File: src/rtl/pwm_gen_if.sv
// Bus bundle between the PWM generator and whoever drives its controls.
// The master drives enable, prescale and compare; the slave returns the PWM output and period strobe.
interface pwm_gen_if #(
  parameter int WIDTH      = 12,
  parameter int PRESCALE_W = 8
);
  logic                  en;
  logic [PRESCALE_W-1:0] prescale;
  logic [WIDTH-1:0]      cmp;
  logic                  pwm_out;
  logic                  period_end;

  modport master (
    output en,
    output prescale,
    output cmp,
    input  pwm_out,
    input  period_end
  );

  modport slave (
    input  en,
    input  prescale,
    input  cmp,
    output pwm_out,
    output period_end
  );
endinterface

File: src/rtl/pwm_gen.sv
// Prescaled sawtooth PWM generator with period-boundary compare shadowing and a period_end strobe.
// Optional macro PWM_FULL_ON_EN: an all-ones compare value gives 100% duty instead of 2^WIDTH-1 ticks.
module pwm_gen #(
  parameter int WIDTH      = 12,
  parameter int PRESCALE_W = 8
) (
  input  logic       clk,
  input  logic       rst_n,
  pwm_gen_if.slave   bus
);

  localparam logic [WIDTH-1:0]      L_CTR_MAX = {WIDTH{1'b1}};
  localparam logic [WIDTH-1:0]      L_CTR_ONE = {{(WIDTH-1){1'b0}}, 1'b1};
  localparam logic [PRESCALE_W-1:0] L_PSC_ONE = {{(PRESCALE_W-1){1'b0}}, 1'b1};

  logic [PRESCALE_W-1:0] r_psc;
  logic [WIDTH-1:0]      r_ctr;
  logic [WIDTH-1:0]      r_cmp_sh;
  logic                  r_pwm_out;
  logic                  r_period_end;

  logic                  w_tick;
  logic                  w_ctr_max;
  logic                  w_pwm_next;

  // >= rather than == so a prescale lowered below psc ticks on the next clock instead of wrapping
  assign w_tick    = (r_psc >= bus.prescale);
  assign w_ctr_max = (r_ctr == L_CTR_MAX);

`ifdef PWM_FULL_ON_EN
  assign w_pwm_next = (r_cmp_sh == L_CTR_MAX) || (r_ctr < r_cmp_sh);
`else
  assign w_pwm_next = (r_ctr < r_cmp_sh);
`endif

  // Prescaler, period counter, compare shadow and registered outputs
  always_ff @(posedge clk or negedge rst_n) begin
    if (!rst_n) begin
      r_psc        <= {PRESCALE_W{1'b0}};
      r_ctr        <= {WIDTH{1'b0}};
      r_cmp_sh     <= {WIDTH{1'b0}};
      r_pwm_out    <= 1'b0;
      r_period_end <= 1'b0;
    end else if (!bus.en) begin
      r_psc        <= {PRESCALE_W{1'b0}};
      r_ctr        <= {WIDTH{1'b0}};
      r_cmp_sh     <= bus.cmp;
      r_pwm_out    <= 1'b0;
      r_period_end <= 1'b0;
    end else begin
      r_pwm_out <= w_pwm_next;
      if (w_tick) begin
        r_psc <= {PRESCALE_W{1'b0}};
        r_ctr <= r_ctr + L_CTR_ONE;
        if (w_ctr_max) begin
          r_cmp_sh     <= bus.cmp;
          r_period_end <= 1'b1;
        end else begin
          r_period_end <= 1'b0;
        end
      end else begin
        r_psc        <= r_psc + L_PSC_ONE;
        r_period_end <= 1'b0;
      end
    end
  end

  assign bus.pwm_out    = r_pwm_out;
  assign bus.period_end = r_period_end;

endmodule

File: src/flat_wrapper.sv
// flat-port wrapper written by rule: the top's interface ports become plain ports
module pwm_gen_flat 
#(
  parameter int WIDTH      = 12,
  parameter int PRESCALE_W = 8
)
  (clk, rst_n, bus_en, bus_prescale, bus_cmp, bus_pwm_out, bus_period_end);
  pwm_gen_if #(.WIDTH(WIDTH), .PRESCALE_W(PRESCALE_W)) bus_i ();
  input  logic clk;
  input  logic rst_n;
  input wire logic [$bits(bus_i.en)-1:0] bus_en;
  input wire logic [$bits(bus_i.prescale)-1:0] bus_prescale;
  input wire logic [$bits(bus_i.cmp)-1:0] bus_cmp;
  output wire logic [$bits(bus_i.pwm_out)-1:0] bus_pwm_out;
  output wire logic [$bits(bus_i.period_end)-1:0] bus_period_end;
  assign bus_i.en = bus_en;
  assign bus_i.prescale = bus_prescale;
  assign bus_i.cmp = bus_cmp;
  assign bus_pwm_out = bus_i.pwm_out;
  assign bus_period_end = bus_i.period_end;
  pwm_gen #(.WIDTH(WIDTH), .PRESCALE_W(PRESCALE_W)) u_core (.clk(clk), .rst_n(rst_n), .bus(bus_i));
endmodule
File: config.mk
export PLATFORM = sky130hd
export DESIGN_NAME = pwm_gen_flat
export DESIGN_NICKNAME = d
export VERILOG_FILES = /design/src/rtl/pwm_gen_if.sv /design/src/rtl/pwm_gen.sv /design/src/flat_wrapper.sv
export SDC_FILE = /design/constraint.sdc
export NUM_CORES = 1
export LEC_CHECK = 0
export CORE_MARGIN = 1.5
export CORE_UTILIZATION = 50
export CTS_CLUSTER_SIZE = 12
export DETAILED_ROUTE_END_ITERATION = 10
export GPL_TIMING_DRIVEN = 0
export PLACE_DENSITY_LB_ADDON = 0.08
export SLEW_MARGIN = 0
export SYNTH_ARGS = -nofsm -noshare
export SYNTH_HDL_FRONTEND = slang
export SYNTH_SLANG_ARGS = --single-unit
File: constraint.sdc
create_clock -name clk -period 2.3 [get_ports clk]
set_input_delay 0.575 -clock clk [delete_from_list [all_inputs] [get_ports clk]]
set_output_delay 0.575 -clock clk [all_outputs]
set_load 0.01 [all_outputs]
; ---- After elaboration in Yosys (flattened, before gate mapping)
; Index checks and enable logic that the tools add are counted.
; W data, S select, Z words.
[totals]
word_cells = 24
output_inout_bits = 2
in_bits = 23
ff_bits = 34
[classes]
eq_ne = 3
n_lt_le_gt_ge = 2
reduce_logical = 1
n_mux = 11
add_sub_neg = 2
[op_table]
columns = op, count
row1 = $mux W12, 5
row2 = $mux W8, 2
row3 = $add A12 B1 Y12 const B, 1
row4 = $eq A12 B12 Y1 const B, 1
row5 = $lt A12 B12 Y1, 1
row6 = $add A8 B1 Y8 const B, 1
row7 = $ge A8 B8 Y1, 1
row8 = $mux W1, 4
row9 = $ne A2 B1 Y1 const B, 2
row10 = $reduce_and A2 Y1, 1

; ---- Longest topological paths before layout
; Gate-level depths: netlist of run 1.
[depth]
word_depth = 4
depth_mapped = 9

; ---- Worst setup path after synthesis of run 1
; No wires, ideal clock.
[synth_timing]
path_kind = input -> register
startpoint = input bus_prescale[0]
endpoint = register u_core.r_cmp_sh[0]
n_path_buf = 1
path_stages = 7
setup_slack_ps = -75
setup_ps = 125
arrival_time_ps = 2250
required_ps = 2175
path_cell_list = ha_1 > nand2b_1 > a2111o_1 > a31oi_4 > o41ai_4 > buf_6 > mux2_4
[synth_between]
elab_chain_cells = 3
[synth_rtl]
columns = item, line_no
row1 = from (decl), flat_wrapper.sv:12  ; input wire logic [$bits(bus_i.prescale)-1:0] bus_prescale;
row2 = $ge A8 B8 Y1, pwm_gen.sv:27  ; assign w_tick = (r_psc >= bus.prescale);
row3 = $ne A2 B1 Y1 (no source line), n/a
row4 = $reduce_and A2 Y1 (no source line), n/a
row5 = to (signal assigned), pwm_gen.sv:41  ; r_cmp_sh <= {WIDTH{1'b0}};
row6 = to (signal assigned), pwm_gen.sv:47  ; r_cmp_sh <= bus.cmp;
row7 = to (signal assigned), pwm_gen.sv:56  ; r_cmp_sh <= bus.cmp;
row8 = to (decl), pwm_gen.sv:18  ; logic [WIDTH-1:0] r_cmp_sh;
; No other way between the ends.
; A chain may end at the register's enable or synchronous reset.

; ---- Final worst setup path of run 1
[layout_timing]
startpoint = input bus_prescale[0]
endpoint = register u_core.r_cmp_sh[11]
; Same word-level chain as after synthesis.

==> metrics.cfg, run 1 <==
[grt]
grt_overflow_total = 0
grt_usage_pct = 22.0
antenna_found_initial = 0
grt_pass1_wl_um = 7340
grt_max_degree = 35
grt_pass1_vias = 1648

[critical_path]
crit_type = in -> reg
arrival_ns = 2.42
crit_required_ns = 2.46
crit_path_end_kind = flop
setup.worst_path.start_class = input port
rrSetupSlack_ns = 0.06
cp_max_fo = 5

[worst_hold_path]
hp-class = in -> async

[sta]
finalHoldViolCount = 0
drv_slew = 0
rsz0062_at_grt = yes
finalCriticalPeriod_ns = 2.26
setup_viol = 0
slew_headroom_pct = 50.6
skew_ns = 0.00560
period_share_pct = 98.2
tightest_slew_ns = 0.740
fmax_ghz = 0.443
setup_slack_ns = 0.0416

[floorplanning]
io_pins = 25
die-area_um2 = 4420
start_util_pct = 53.5
die_w_um = 66.5
die_h_um = 66.5
fp-row-count = 22
core-area_um2 = 3770

[power_and_ir_drop]
switching_share_pct = 23.6
pwr-share-clk_pct = 35.0
total_power_uw = 1270
power_density_nw_per_um2 = 504
pwr-share-seq_pct = 50.6
intPower_uw = 969
p_leak_uw = 0.00122
combPwrFrac_pct = 14.4
p_sw_uw = 300
ir_drop_mv = 0.356

[clocking]
htree_levels = 2
cts_tree = yes
clock_latency_ns = 0.28
cts-root-buf = clkbuf_8
cts_buffers = 5
ctsLongestPathBuffers = 2
clock-sinks = 34
clk_pin_slew_ns = 0.07

[flow_run]
max_cap_violations = 0

[synthesis]
synth_edf_count = 0
synth_flop_cell = dfrtp_1
syn_nets = 232
ys_ff_latch = 34
netlist_instances = 188
ys_warn_count = 0
syn_area_um2 = 2020
ys_seq_area_share_pct = 42.2
async_reset_ff_share_pct = 100
syn_area_per_cell_um2 = 10.7
ys_types = 35

[detailed_routing]
drt_iter0_drc = 108
avgRoutedWirePerCell_um = 15.5
drcViolationCount = 0
firstDrtPassIters = 4
wirelength_um = 4240
vias = 1552
viasPerCell = 5.66
drtAntennaViolNets = 0

[status]
status = finished, final reports clean

[final_layout]
synthToLayoutAreaGrowth_pct = 25.0
insertedDiodeCount = 0
drive_gt1_share_pct = 22.1
nNetsFinal = 269
finalNonFillerCells = 274

[place]
pre_cts_ws_ns = -0.634
portBuffers = 24
place_inst = 260
place_congestion = 0.832
hpwl_um = 3040

[stage by stage]
stage | TNS, ns | util, % | hold slack (ns) | cell area [um2]
after detailed placement | -17.79 | 61.3 | 0.488 | 2310
after floorplan | 0 | - | 0.279 | 2020
after global routing | -0.0730 | 66.8 | 0.417 | 2520
after CTS | -0.473 | 66.9 | 0.387 | 2520
final | 0 | 66.8 | 0.358 | 2520
after global placement | -15.82 | 61.4 | 0.475 | 2320
[synthesized netlist by cell type, drive strengths merged, types with 4 or more instances]
library cell	instances	area (um2)
a21oi	12	60.1
dfrtp	34	851
ha	21	263
inv	23	86.3
mux2	12	173
nand2	7	28.8
nand3	8	40.0
nor2	12	45.0
o21ai	7	35.0
o31ai	6	45.0
or4	6	45.0
xnor2	4	35.0
[repair_timing]
item,4_1_cts,5_1_grt
hold buffers,0,0
pin swaps,13,6
setup buffers,6,0
cloned,1,0
gates resized for setup,28,6
endpoints found under the setup margin,33,28
[critical path, cell delays in order]
cell	delay, ns
buf_2	0.10
ha_1	0.28
nand2b_4	0.14
a2111o_1	0.40
a31oi_4	0.22
o41ai_4	0.10
buf_4	0.17
buf_6	0.13
mux2_4	0.29
[cell families (layout without fill, tap and decap cells)]
kind of cell / Yosys count / in the layout / synth area share [%]
compound gates: 37 / 37 / 13.6
xor+xnor: 7 / 7 / 3.04
fa+ha+maj: 21 / 21 / 13.0
buf+inv: 27 / 65 / 5.96
flops: 34 / 34 / 42.2
mux: 13 / 13 / 9.06
simple gates: 49 / 49 / 13.1
[power by group through the flow]
| stage | clock [uW] | sequential (uW) | combinational [uW] |
|---|---|---|---|
| floorplan | 0 | 649 | 96.5 |
| global placement | 0 | 653 | 161 |
| detailed placement | 0 | 654 | 167 |
| CTS | 451 | 642 | 184 |
| global route | 482 | 645 | 205 |
| finish | 444 | 642 | 183 |
[path summary, 6_finish.rpt]
check,cells after the start,startpoint,end
setup / recovery,9,bus_prescale[0],u_core.r_cmp_sh[11]$_DFFE_PN0P_
hold reg to reg,1,u_core.r_cmp_sh[4]$_DFFE_PN0P_,u_core.r_cmp_sh[4]$_DFFE_PN0P_
min in group clk,1,u_core.r_cmp_sh[4]$_DFFE_PN0P_,u_core.r_cmp_sh[4]$_DFFE_PN0P_
hold / removal,1,rst_n,u_core.r_cmp_sh[4]$_DFFE_PN0P_
max in group asynchronous,1,rst_n,u_core.r_psc[0]$_DFF_PN0_
setup reg to reg,9,u_core.r_psc[0]$_DFF_PN0_,u_core.r_cmp_sh[11]$_DFFE_PN0P_
[area by class of cell]
cell class / count / area, um2
fillers: 290 / 1250
multi-input cells: 127 / 1130
flip-flops and latches: 34 / 851
repair buffers: 31 / 272
clock buffers: 7 / 86.3
inverters: 23 / 86.3
well taps: 48 / 60.1
plain buffers: 3 / 26.3
clock inverters: 1 / 5.00
[cells in the final DEF, fill, tap and decap left out, drive strengths merged, types with 4 or more instances in the layout]
master and count:
clkbuf 9, mux2 12, xnor2 4, clkdlybuf4s50 15, a21oi 12, nand3 8
dlygate4sd2 6, dfrtp 34, or4 6, nand2 7, inv 23, buf 11
o31ai 6, o21ai 7, ha 21, nor2 12
[state kept, by name (all words and copies together), names as in the netlist]
signal,cells
u_core.bus.period_end,1
u_core.bus.pwm_out,1
u_core.r_cmp_sh,12
u_core.r_ctr,12
u_core.r_psc,8
[routing by layer]
layer / up-vias / global-route usage, % / wire (um)
li1: 748 / - / -
met2: 30 / 35.0 / 1970
met3: 7 / 4.90 / 137
met5: - / 0 / 0
met4: 0 / 7.40 / 55
met1: 767 / 29.7 / 2070
No activity file was read; power rests on OpenSTA's default activity.
==> inputs of run 2 (changes only) <==
GPL_ROUTABILITY_DRIVEN = 0   (was default)
==> results of run 2 <==
No change in the layout: final DEF, timing and power equal those of run 1.
